`src/rtl/bus_router_pkg.sv`:
```
// Shared types and default address map for the CPU data-bus router.
package bus_router_pkg;

    typedef enum logic [1:0] {
        IDLE,
        BUSY,
        ERR
    } state_t;

    typedef logic [3:0] dev_sel_t;

    localparam logic [31:0] DCACHE_BASE = 32'h0000_0000;
    localparam logic [31:0] DCACHE_MASK = 32'hFC00_0000;
    localparam logic [31:0] IRAM_BASE   = 32'hE000_0000;
    localparam logic [31:0] IRAM_MASK   = 32'hFFFF_0000;
    localparam logic [31:0] HWREGS_BASE = 32'hFFFF_0000;
    localparam logic [31:0] HWREGS_MASK = 32'hFFFF_0000;
    localparam logic [31:0] PATRAM_BASE = 32'hF000_0000;
    localparam logic [31:0] PATRAM_MASK = 32'hFFFF_0000;

    localparam logic [127:0] DEFAULT_DEV_BASE = {PATRAM_BASE, HWREGS_BASE, IRAM_BASE, DCACHE_BASE};
    localparam logic [127:0] DEFAULT_DEV_MASK = {PATRAM_MASK, HWREGS_MASK, IRAM_MASK, DCACHE_MASK};

    localparam logic [31:0] ERR_RDATA_DEFAULT = 32'hDEAD_BEEF;

endpackage

```
`src/rtl/bus_router_if.sv`:
```
// CPU data port, per-device request/ack bundle and error-capture signals of the bus router.
interface bus_router_if #(
    parameter int unsigned NUM_DEV = 4
) ();
    import bus_router_pkg::*;

    logic                   cpud_request;
    logic [31:0]            cpud_addr;
    logic [31:0]            cpud_rdata;
    logic                   cpud_ack;
    logic                   cpud_error;
    logic [NUM_DEV-1:0]     dev_req;
    logic [NUM_DEV-1:0]     dev_ack;
    logic [NUM_DEV*32-1:0]  dev_rdata;
    logic                   err_clear;
    logic                   err_valid;
    logic [31:0]            err_addr;
    logic                   err_timeout;

    // Router side.
    modport slave (
        input  cpud_request, cpud_addr, dev_ack, dev_rdata, err_clear,
        output cpud_rdata, cpud_ack, cpud_error, dev_req, err_valid, err_addr, err_timeout
    );

    // CPU/device side.
    modport master (
        output cpud_request, cpud_addr, dev_ack, dev_rdata, err_clear,
        input  cpud_rdata, cpud_ack, cpud_error, dev_req, err_valid, err_addr, err_timeout
    );

endinterface

```
`src/rtl/bus_router_watchdog.sv`:
```
// Per-access watchdog counter: clear has priority, enable then adds one; expire flags the last allowed cycle.
module bus_watchdog #(
    parameter int unsigned TIMEOUT = 255
) (
    input  logic clk_i,
    input  logic rst_i,
    input  logic clear_i,
    input  logic enable_i,
    output logic expire_o
);
    localparam int unsigned CW = $clog2(TIMEOUT + 1);

    logic [CW-1:0] count_q;
    logic [CW-1:0] count_d;

    always_comb begin
        count_d = clear_i ? '0 : count_q;
        if (enable_i) begin
            count_d = count_d + CW'(1);
        end
    end

    always_ff @(posedge clk_i) begin
        if (rst_i) begin
            count_q <= '0;
        end else begin
            count_q <= count_d;
        end
    end

    assign expire_o = enable_i && !clear_i && (count_q == CW'(TIMEOUT - 1));

endmodule

```
`src/rtl/bus_router.sv`:
```
// CPU data-bus router: window decode, per-access watchdog, unmapped/timeout error acks.
// Optional sticky error capture enabled by defining BUS_ERR_CAPTURE_EN.
module bus_router
    import bus_router_pkg::*;
#(
    parameter int unsigned          NUM_DEV   = 4,
    parameter logic [NUM_DEV*32-1:0] DEV_BASE = DEFAULT_DEV_BASE,
    parameter logic [NUM_DEV*32-1:0] DEV_MASK = DEFAULT_DEV_MASK,
    parameter int unsigned          TIMEOUT   = 255,
    parameter logic [31:0]          ERR_RDATA = ERR_RDATA_DEFAULT
) (
    input  logic         clock,
    input  logic         reset,
    bus_router_if.slave  bus
);

    function automatic logic [31:0] mask_union();
        logic [31:0] m = '0;
        for (int unsigned i = 0; i < NUM_DEV; i++) begin
            m |= DEV_MASK[i*32 +: 32];
        end
        return m;
    endfunction

    localparam logic [31:0] ADDR_USED = mask_union();

    state_t   state_q;
    dev_sel_t sel_q;

    logic        hit;
    dev_sel_t    hit_idx;
    dev_sel_t    act_idx;
    logic        act_ack;
    logic [31:0] act_rdata;
    logic        accept;
    logic        ack_now;
    logic        expire;

    logic unused_addr_bits;
    assign unused_addr_bits = ^(bus.cpud_addr & ~ADDR_USED);

    always_comb begin
        hit     = 1'b0;
        hit_idx = '0;
        for (int unsigned i = 0; i < NUM_DEV; i++) begin
            if (!hit && ((bus.cpud_addr & DEV_MASK[i*32 +: 32]) == DEV_BASE[i*32 +: 32])) begin
                hit     = 1'b1;
                hit_idx = dev_sel_t'(i);
            end
        end
    end

    // The request cycle already listens to the decoded device so a same-cycle ack completes at once.
    assign act_idx = (state_q == IDLE) ? hit_idx : sel_q;

    always_comb begin
        act_ack   = 1'b0;
        act_rdata = '0;
        for (int unsigned i = 0; i < NUM_DEV; i++) begin
            if (act_idx == dev_sel_t'(i)) begin
                act_ack   = bus.dev_ack[i];
                act_rdata = bus.dev_rdata[i*32 +: 32];
            end
        end
    end

    assign accept  = (state_q == IDLE) && bus.cpud_request && hit;
    assign ack_now = (accept || (state_q == BUSY)) && act_ack;

    always_comb begin
        bus.dev_req = '0;
        for (int unsigned i = 0; i < NUM_DEV; i++) begin
            bus.dev_req[i] = accept && (hit_idx == dev_sel_t'(i));
        end
    end

    assign bus.cpud_ack   = ack_now || (state_q == ERR);
    assign bus.cpud_error = (state_q == ERR);
    assign bus.cpud_rdata = (state_q == ERR) ? ERR_RDATA : (ack_now ? act_rdata : '0);

    // Request cycle counts as the first elapsed cycle, so the error ack lands TIMEOUT cycles after the request.
    bus_watchdog #(
        .TIMEOUT (TIMEOUT)
    ) u_wdog (
        .clk_i    (clock),
        .rst_i    (reset),
        .clear_i  (state_q != BUSY),
        .enable_i (accept || (state_q == BUSY)),
        .expire_o (expire)
    );

    always_ff @(posedge clock) begin
        if (reset) begin
            state_q <= IDLE;
            sel_q   <= '0;
        end else begin
            case (state_q)
                IDLE: begin
                    if (bus.cpud_request) begin
                        sel_q <= hit_idx;
                        if (!hit) begin
                            state_q <= ERR;
                        end else if (!act_ack) begin
                            state_q <= BUSY;
                        end
                    end
                end
                BUSY: begin
                    if (act_ack) begin
                        state_q <= IDLE;
                    end else if (expire) begin
                        state_q <= ERR;
                    end
                end
                ERR:     state_q <= IDLE;
                default: state_q <= IDLE;
            endcase
        end
    end

`ifdef BUS_ERR_CAPTURE_EN
    logic [31:0] addr_q;
    logic        err_valid_q;
    logic [31:0] err_addr_q;
    logic        err_timeout_q;
    logic        err_set;

    assign err_set = ((state_q == IDLE) && bus.cpud_request && !hit)
                  || ((state_q == BUSY) && !act_ack && expire);

    always_ff @(posedge clock) begin
        if (reset) begin
            addr_q        <= '0;
            err_valid_q   <= 1'b0;
            err_addr_q    <= '0;
            err_timeout_q <= 1'b0;
        end else begin
            if ((state_q == IDLE) && bus.cpud_request) begin
                addr_q <= bus.cpud_addr;
            end
            if (err_set && (!err_valid_q || bus.err_clear)) begin
                err_valid_q   <= 1'b1;
                err_addr_q    <= (state_q == BUSY) ? addr_q : bus.cpud_addr;
                err_timeout_q <= (state_q == BUSY);
            end else if (bus.err_clear) begin
                err_valid_q   <= 1'b0;
                err_addr_q    <= '0;
                err_timeout_q <= 1'b0;
            end
        end
    end

    assign bus.err_valid   = err_valid_q;
    assign bus.err_addr    = err_addr_q;
    assign bus.err_timeout = err_timeout_q;
`else
    logic unused_err_clear;
    assign unused_err_clear = bus.err_clear;

    assign bus.err_valid   = 1'b0;
    assign bus.err_addr    = '0;
    assign bus.err_timeout = 1'b0;
`endif

endmodule

```
`src/flat_wrapper.sv`:
```
// flat-port wrapper written by rule: the top's interface ports become plain ports
module bus_router_flat import bus_router_pkg::*;
#(
    parameter int unsigned          NUM_DEV   = 4,
    parameter logic [NUM_DEV*32-1:0] DEV_BASE = DEFAULT_DEV_BASE,
    parameter logic [NUM_DEV*32-1:0] DEV_MASK = DEFAULT_DEV_MASK,
    parameter int unsigned          TIMEOUT   = 255,
    parameter logic [31:0]          ERR_RDATA = ERR_RDATA_DEFAULT
)
  (clock, reset, bus_cpud_request, bus_cpud_addr, bus_dev_ack, bus_dev_rdata, bus_err_clear, bus_cpud_rdata, bus_cpud_ack, bus_cpud_error, bus_dev_req, bus_err_valid, bus_err_addr, bus_err_timeout);
  bus_router_if #(.NUM_DEV(NUM_DEV)) bus_i ();
  input  logic clock;
  input  logic reset;
  input wire logic [$bits(bus_i.cpud_request)-1:0] bus_cpud_request;
  input wire logic [$bits(bus_i.cpud_addr)-1:0] bus_cpud_addr;
  input wire logic [$bits(bus_i.dev_ack)-1:0] bus_dev_ack;
  input wire logic [$bits(bus_i.dev_rdata)-1:0] bus_dev_rdata;
  input wire logic [$bits(bus_i.err_clear)-1:0] bus_err_clear;
  output wire logic [$bits(bus_i.cpud_rdata)-1:0] bus_cpud_rdata;
  output wire logic [$bits(bus_i.cpud_ack)-1:0] bus_cpud_ack;
  output wire logic [$bits(bus_i.cpud_error)-1:0] bus_cpud_error;
  output wire logic [$bits(bus_i.dev_req)-1:0] bus_dev_req;
  output wire logic [$bits(bus_i.err_valid)-1:0] bus_err_valid;
  output wire logic [$bits(bus_i.err_addr)-1:0] bus_err_addr;
  output wire logic [$bits(bus_i.err_timeout)-1:0] bus_err_timeout;
  assign bus_i.cpud_request = bus_cpud_request;
  assign bus_i.cpud_addr = bus_cpud_addr;
  assign bus_i.dev_ack = bus_dev_ack;
  assign bus_i.dev_rdata = bus_dev_rdata;
  assign bus_i.err_clear = bus_err_clear;
  assign bus_cpud_rdata = bus_i.cpud_rdata;
  assign bus_cpud_ack = bus_i.cpud_ack;
  assign bus_cpud_error = bus_i.cpud_error;
  assign bus_dev_req = bus_i.dev_req;
  assign bus_err_valid = bus_i.err_valid;
  assign bus_err_addr = bus_i.err_addr;
  assign bus_err_timeout = bus_i.err_timeout;
  bus_router #(.NUM_DEV(NUM_DEV), .DEV_BASE(DEV_BASE), .DEV_MASK(DEV_MASK), .TIMEOUT(TIMEOUT), .ERR_RDATA(ERR_RDATA)) u_core (.clock(clock), .reset(reset), .bus(bus_i));
endmodule
```
`config.mk`:
```
export PLATFORM = sky130hd
export DESIGN_NAME = bus_router_flat
export DESIGN_NICKNAME = d
export VERILOG_FILES = /design/src/rtl/bus_router_pkg.sv /design/src/rtl/bus_router_if.sv /design/src/rtl/bus_router_watchdog.sv /design/src/rtl/bus_router.sv /design/src/flat_wrapper.sv
export SDC_FILE = /design/constraint.sdc
export NUM_CORES = 1
export LEC_CHECK = 0
export BUFFER_PORTS_ARGS = -buffer_cell sky130_fd_sc_hd__buf_2
export CAP_MARGIN = 20
export CORE_ASPECT_RATIO = 0.6
export CORE_MARGIN = 2
export CORE_UTILIZATION = 39
export DETAILED_ROUTE_END_ITERATION = 7
export GPL_ROUTABILITY_DRIVEN = 1
export GPL_TIMING_DRIVEN = 0
export PLACE_DENSITY = 0.82
export SYNTH_ARGS = -nofsm -noshare
export SYNTH_HDL_FRONTEND = slang
export SYNTH_SLANG_ARGS = --single-unit
```
`constraint.sdc`:
```
create_clock -name clock -period 3 [get_ports clock]
set_input_delay 0.3 -clock clock [delete_from_list [all_inputs] [get_ports clock]]
set_output_delay 0.3 -clock clock [all_outputs]
set_load 0.1 [all_outputs]
```
==> Word level (Yosys, flattened, before mapping) <==
Index checks and enable logic that the tools add are counted.
{ "word_totals": {"memories": 0, "ff_bits": 14, "romBits": 0, "ram_bits": 0, "input_bits": 168, "latch_bits": 0} }
{ "classes": {"reduce_logical": 24, "order_cmp": 0, "bitwise": 0, "multipliers": 0, "shifts": 0, "add_sub_neg": 1, "muxes": 26, "div_mod_pow": 0, "n_eq_ne": 16} }
{ "op_table": {"columns": ["operator", "n"], "rows": [
  ["2-to-1 mux 32 bit", 6],
  ["== test 16 bit (second input constant)", 3],
  ["zero test 32 bit", 1],
  ["== test 4 x 2 -> 1 bit (second input constant)", 4],
  ["2-to-1 mux 8 bit", 2],
  ["logical AND 1 bit", 12],
  ["2-to-1 mux 4 bit", 3],
  ["2-to-1 mux 2 bit", 5],
  ["2-to-1 mux 1 bit", 9],
  ["adder 8 x 1 -> 8 bit (second input constant)", 1],
  ["== test 4 x 1 -> 1 bit (second input constant)", 2],
  ["== test 8 bit (second input constant)", 1],
  ["zero test 4 bit", 2],
  ["zero test 1 bit", 4],
  ["one-hot mux 2 bit (2 select lines)", 1],
  ["!= test 3 x 1 -> 1 bit (second input constant)", 1],
  ["!= test 3 bit (second input constant)", 1],
  ["AND reduction 3 bit", 1],
  ["== test 2 x 1 -> 1 bit (second input constant)", 1],
  ["== test 2 bit (second input constant)", 1],
  ["zero test 2 bit", 1],
  ["logical OR 1 bit", 2],
  ["!= test 2 x 1 -> 1 bit (second input constant)", 1],
  ["!= test 2 bit (second input constant)", 1],
  ["AND reduction 2 bit", 1]
]} }

==> Logic depth before layout (Yosys ltp) <==
{ "depth": {"depth_word": 21, "depth_mapped": 8, "ltp_nobuf": 7} }

==> Modules after synthesis <==
Synthesis repeated with hierarchy kept, for this count alone.
{ "unflattened": {"hier_cells": 389, "hier_area_um2": 2785.2} }
{ "by_module_without_submodules": {"columns": ["module", "cells_per_inst", "instances", "area_each_um2", "seq_area_each_um2"], "rows": [
  ["bus_router", 345, 1, 2369.8, 80.1],
  ["bus_watchdog", 44, 1, 415.4, 160.2]
]} }

==> Least setup slack after synthesis <==
OpenSTA, ideal clock, no wires.
{ "synth_timing": {"kind": "input to output", "from": "in bus_cpud_addr[23]", "to": "out bus_cpud_rdata[20]", "arrival_ps": 6422, "path_slack_ps": -3722, "path_stages": 8, "path_buffers": 3, "path_cell_list": "nand4_1 or4_1 clkbuf_1 a31o_1 buf_2 buf_2 mux2i_1 a2111oi_0"} }
{ "synth_via": {"elab_chain_cells": 18} }
{ "synth_rtl": {"columns": ["element", "line_no", "rtl"], "rows": [
  ["start, declared", "flat_wrapper.sv:15", "input wire logic [$bits(bus_i.cpud_addr)-1:0] bus_cpud_addr;"],
  ["== test 16 bit", "bus_router.sv:46", "if (!hit && ((bus.cpud_addr & DEV_MASK[i*32 +: 32]) == DEV_BASE[i*32 +: 32])) begin"],
  ["logical AND 1 bit", "bus_router.sv:46", null],
  ["2-to-1 mux 1 bit", "bus_router.sv:46", null],
  ["zero test 1 bit", "bus_router.sv:46", null],
  ["logical AND 1 bit", "bus_router.sv:46", null],
  ["2-to-1 mux 1 bit", "bus_router.sv:46", null],
  ["zero test 1 bit", "bus_router.sv:46", null],
  ["logical AND 1 bit", "bus_router.sv:46", null],
  ["2-to-1 mux 4 bit", "bus_router.sv:46", null],
  ["2-to-1 mux 4 bit", "bus_router.sv:54", "assign act_idx = (state_q == IDLE) ? hit_idx : sel_q;"],
  ["zero test 4 bit", "bus_router.sv:60", "if (act_idx == dev_sel_t'(i)) begin"],
  ["2-to-1 mux 1 bit (4 in a row)", "bus_router.sv:60", null],
  ["logical AND 1 bit", "bus_router.sv:68", "assign ack_now = (accept || (state_q == BUSY)) && act_ack;"],
  ["2-to-1 mux 32 bit (*) (2 in a row)", "bus_router.sv:79", "assign bus.cpud_rdata = (state_q == ERR) ? ERR_RDATA : (ack_now ? act_rdata : '0);"],
  ["end, declared", "flat_wrapper.sv:19", "output wire logic [$bits(bus_i.cpud_rdata)-1:0] bus_cpud_rdata;"]
]} }
Every way passes the cells marked *; elsewhere a longest branch is shown, timed or not.

==> Final worst setup path <==
{ "layout_timing": {"from": "in bus_cpud_addr[27]", "to": "out bus_cpud_rdata[19]"} }
{ "layout_via": {"elab_chain_cells": 20} }
{ "layout_rtl": {"columns": ["element", "line_no"], "rows": [
  ["zero test 32 bit", "bus_router.sv:46"],
  ["2-to-1 mux 1 bit", "bus_router.sv:46"],
  ["zero test 1 bit", "bus_router.sv:46"],
  ["logical AND 1 bit", "bus_router.sv:46"],
  ["2-to-1 mux 1 bit", "bus_router.sv:46"],
  ["zero test 1 bit", "bus_router.sv:46"],
  ["logical AND 1 bit", "bus_router.sv:46"],
  ["2-to-1 mux 1 bit", "bus_router.sv:46"],
  ["zero test 1 bit", "bus_router.sv:46"],
  ["logical AND 1 bit", "bus_router.sv:46"],
  ["2-to-1 mux 4 bit", "bus_router.sv:46"],
  ["2-to-1 mux 4 bit", "bus_router.sv:54"],
  ["zero test 4 bit", "bus_router.sv:60"],
  ["2-to-1 mux 1 bit (4 in a row)", "bus_router.sv:60"],
  ["logical AND 1 bit", "bus_router.sv:68"],
  ["2-to-1 mux 32 bit (*) (2 in a row)", "bus_router.sv:79"]
]} }
Marked as above.

==> flow_metrics.env <==
export IMPL_outcome="finished, violations left"
export IMPL_failed_checks="setup timing"
export IMPL_drc=0
export IMPL_diodes=0
export IMPL_antenna_found_initial=0
export IMPL_yosysUniqueCellTypes=42
export IMPL_rsz0062_at_grt="yes"
export IMPL_cp_slowest_cell="or4_4"
export IMPL_p_int_mw=0.749
export IMPL_drt_wl_total_um=14000
export IMPL_clk_latency_ps=240
export IMPL_arrival_ps=2770
export IMPL_synth_fa_ha_area_share_pct=0.456
export IMPL_yosysMostFrequentCell="inv_1"
export IMPL_combPwrFrac_pct=73.6
export IMPL_fillers=454
export IMPL_swShare_pct=55.1
export IMPL_synthSimpleGateAreaFrac_pct=11.2
export IMPL_fmax_mhz=326
export IMPL_initial_core_util_pct=40.7
export IMPL_synthTopCellsByArea="a311oi_1 18%, a211oi_1 15%, buf_4 9.6%, dfxtp_1 8.8%, inv_1 8.5%"
export IMPL_fp_coreArea_um2=6730
export IMPL_crit_fanout=5
export IMPL_ctsLongestPathBuffers=2
export IMPL_cpPeakStageDelay_ps=590
export IMPL_synthMuxAreaShare_pct=5.34
export IMPL_synth_top_area_share_pct=17.9
export IMPL_cap_viol_max_count=0
export IMPL_slew_violations=0
export IMPL_synth_edf_count=0
export IMPL_crit_path_start="bus_cpud_addr[27]"
export IMPL_critical_path_startpoint_type="input port"
export IMPL_peakVddDrop_v=0.000274
export IMPL_syn_to_final_growth_pct=94.8
export IMPL_setup_violations=9
export IMPL_hold_viol=0
export IMPL_ys_warn_count=0
export IMPL_ys_seq_area_share_pct=8.76
export IMPL_routedWlPerCell_um=19.6
export IMPL_p_switching_mw=0.919
export IMPL_grt_max_degree=11
export IMPL_grt_pass1_wl_um=19700
export IMPL_min_period_over_period_pct=102
export IMPL_drt_iter0_markers=391
export IMPL_cts_buffers=3
export IMPL_ys_async_sr_fraction_pct=0
export IMPL_cp_num_buf_inv=4
export IMPL_fin_nets=798
export IMPL_dieArea_um2=7740
export IMPL_cts_sinks=12
export IMPL_drive_gt1_share_pct=54.1
export IMPL_r2r_start="u_core.state_q[0]$_SDFFE_PP0P_"
export IMPL_p_leak_nw=2.64
export IMPL_period_needed_ps=3070
export IMPL_port_buffers=187
export IMPL_drt_pass1_iterations=5
export IMPL_total_power_mw=1.67
export IMPL_ys_top_cells_by_count="62 x inv_1, 56 x a211oi_1, 56 x a311oi_1"
export IMPL_h_tree_depth=1
export IMPL_chipWidth_um=112
export IMPL_clkTransAtPathRegs_ps=50
export IMPL_holdWs_ps=399
export IMPL_place_hpwl_um=10000
export IMPL_ys_flop_type="dfxtp_1"
export IMPL_fin_area_um2=5350
export IMPL_fin_skew_ps=1.97
export IMPL_cts_tree="yes"
export IMPL_power_frac_seq_pct=10.0
export IMPL_hp_start="bus_cpud_request"
export IMPL_critPathTopFamily="simple AND/OR/NAND/NOR gates"
export IMPL_ys_ff_latch=12
export IMPL_crit_type="in -> out"
export IMPL_cts_root_buf="clkbuf_16"
export IMPL_postPlaceCellArea_um2=4610
export IMPL_ioPinCount=240
export IMPL_synth_top_area_cell="a311oi_1"
export IMPL_maxSlewHeadroom_pct=47.8
export IMPL_cp_end_kind="output port"
export IMPL_grt_pass1_vias=3986
export IMPL_die_h_um=69.0
export IMPL_power_density_nw_per_um2=312
export IMPL_synthXorXnorAreaFrac_pct=1.60
export IMPL_hold_buffers=0
export IMPL_ant_nets=0
export IMPL_synth_top_family_by_area="compound AO/OA/AOI/OAI gates"
export IMPL_worstMarginPinSlew_ps=782
export IMPL_gr_total_overflow=0
export IMPL_crit_top_cell="buf_12"
export IMPL_worstPathRequired_ps=2700
export IMPL_clockPowerShare_pct=16.4
export IMPL_synth_compound_area_share_pct=46.6
export IMPL_place_congestion=0.973
export IMPL_viasPerCell=5.94
export IMPL_worst_slack_ps=-69.1
export IMPL_rows=23
export IMPL_crit_chain="buf_4, nand4_1, or4_4, a31o_1, mux4_2, buf_12, buf_12, o41ai_4, buf_6"
export IMPL_vias=4246
export IMPL_grt_total_usage_pct=31.8
export IMPL_hold_path_class="in -> reg"
export IMPL_syn_inst=388
export IMPL_syn_cell_area_um2=2740
export IMPL_syn_avg_cell_area_um2=7.07
export IMPL_final_util_pct=79.4
per-layer routing:
layer | share of wire, % | global-route usage [%] | vias up
li1 | - | - | 1936
met1 | 40 | 40.7 | 2020
met2 | 49 | 57.5 | 256
met3 | 8.4 | 4.63 | 34
met4 | 1.8 | 8.54 | 0
met5 | 0 | 0 | -
registers in the layout (all words and copies together) (netlist names):
signal and cells:
u_core.sel_q 2, u_core.u_wdog.count_q 8, u_core.state_q 2
power groups by stage:
stage	Sequential (mW)	Clock, mW	Combinational, mW
floorplan	0.168	0	0.860
global placement	0.168	0	1.06
detailed placement	0.168	0	1.08
CTS	0.166	0.274	1.18
global route	0.166	0.284	1.27
finish	0.166	0.274	1.23
kinds of logic (layout without fill, tap and decap cells):
logic type	after synthesis	in the layout
DFF	12	12
buffers and inverters	147	354
adders and majority gates	1	1
muxes	12	12
and+or+nand+nor	56	56
other	1	34
xor gates and xnor gates	5	5
AOI/OAI and AO/OA	154	154
stage by stage:
step / instances / worst slack, ps / setup TNS, ps
after CTS: 714 / -36.0 / -192
after global placement: 695 / -593 / -13550
after global routing: 715 / -138 / -1610
after detailed placement: 698 / -482 / -11660
final: 715 / -69.1 / -360
after floorplan: 421 / -423 / -10940
layout make-up:
type                            count  area, um2  share of cell area (%)
Tap cell                           87        109                    2.04
Inverter                           62        233                    4.35
Multi-Input combinational cell    262       2700                    50.5
Sequential cell                    12        240                    4.49
Buffer                             84        556                    10.4
Clock buffer                        4       88.8                    1.66
Timing Repair Buffer              204       1420                    26.6
final timing paths:
check | end | slack [ps] | cells past startpoint
worst max-delay path | bus_cpud_rdata[19] | -70 | 9
worst min-delay path | u_core.sel_q[0]$_SDFFE_PP0P_ | 400 | 3
worst max register to register | u_core.state_q[0]$_SDFFE_PP0P_ | 980 | 6
worst min register to register | u_core.u_wdog.count_q[7]$_SDFF_PP0_ | 490 | 2
timing repair:
item | in CTS | in global routing
gates cloned | 1 | 0
endpoints found under the setup margin | 34 | 32
pin swaps | 8 | 9
gates resized for setup | 114 | 36
setup buffers | 11 | 2
placed cells by master, fill, tap and decap left out, drive strengths merged, types with 8 or more instances in the layout:
master   netlist  routed
a2111oi        8       8
a211oi        56      56
a311oi        56      56
buf           44     250
clkbuf        41      42
conb           1      34
dfxtp         12      12
inv           62      62
mux2i         10      10
nor2          12      12
o41ai         25      25
worst min-delay path: cells and delay by family:
kind / cells / cell delay [ps]
AO/OA/AOI/OAI: 1 / 60
buffers and inverters: 1 / 150
AND/OR/NAND/NOR: 1 / 80
No activity file was read; power rests on OpenSTA's default activity.
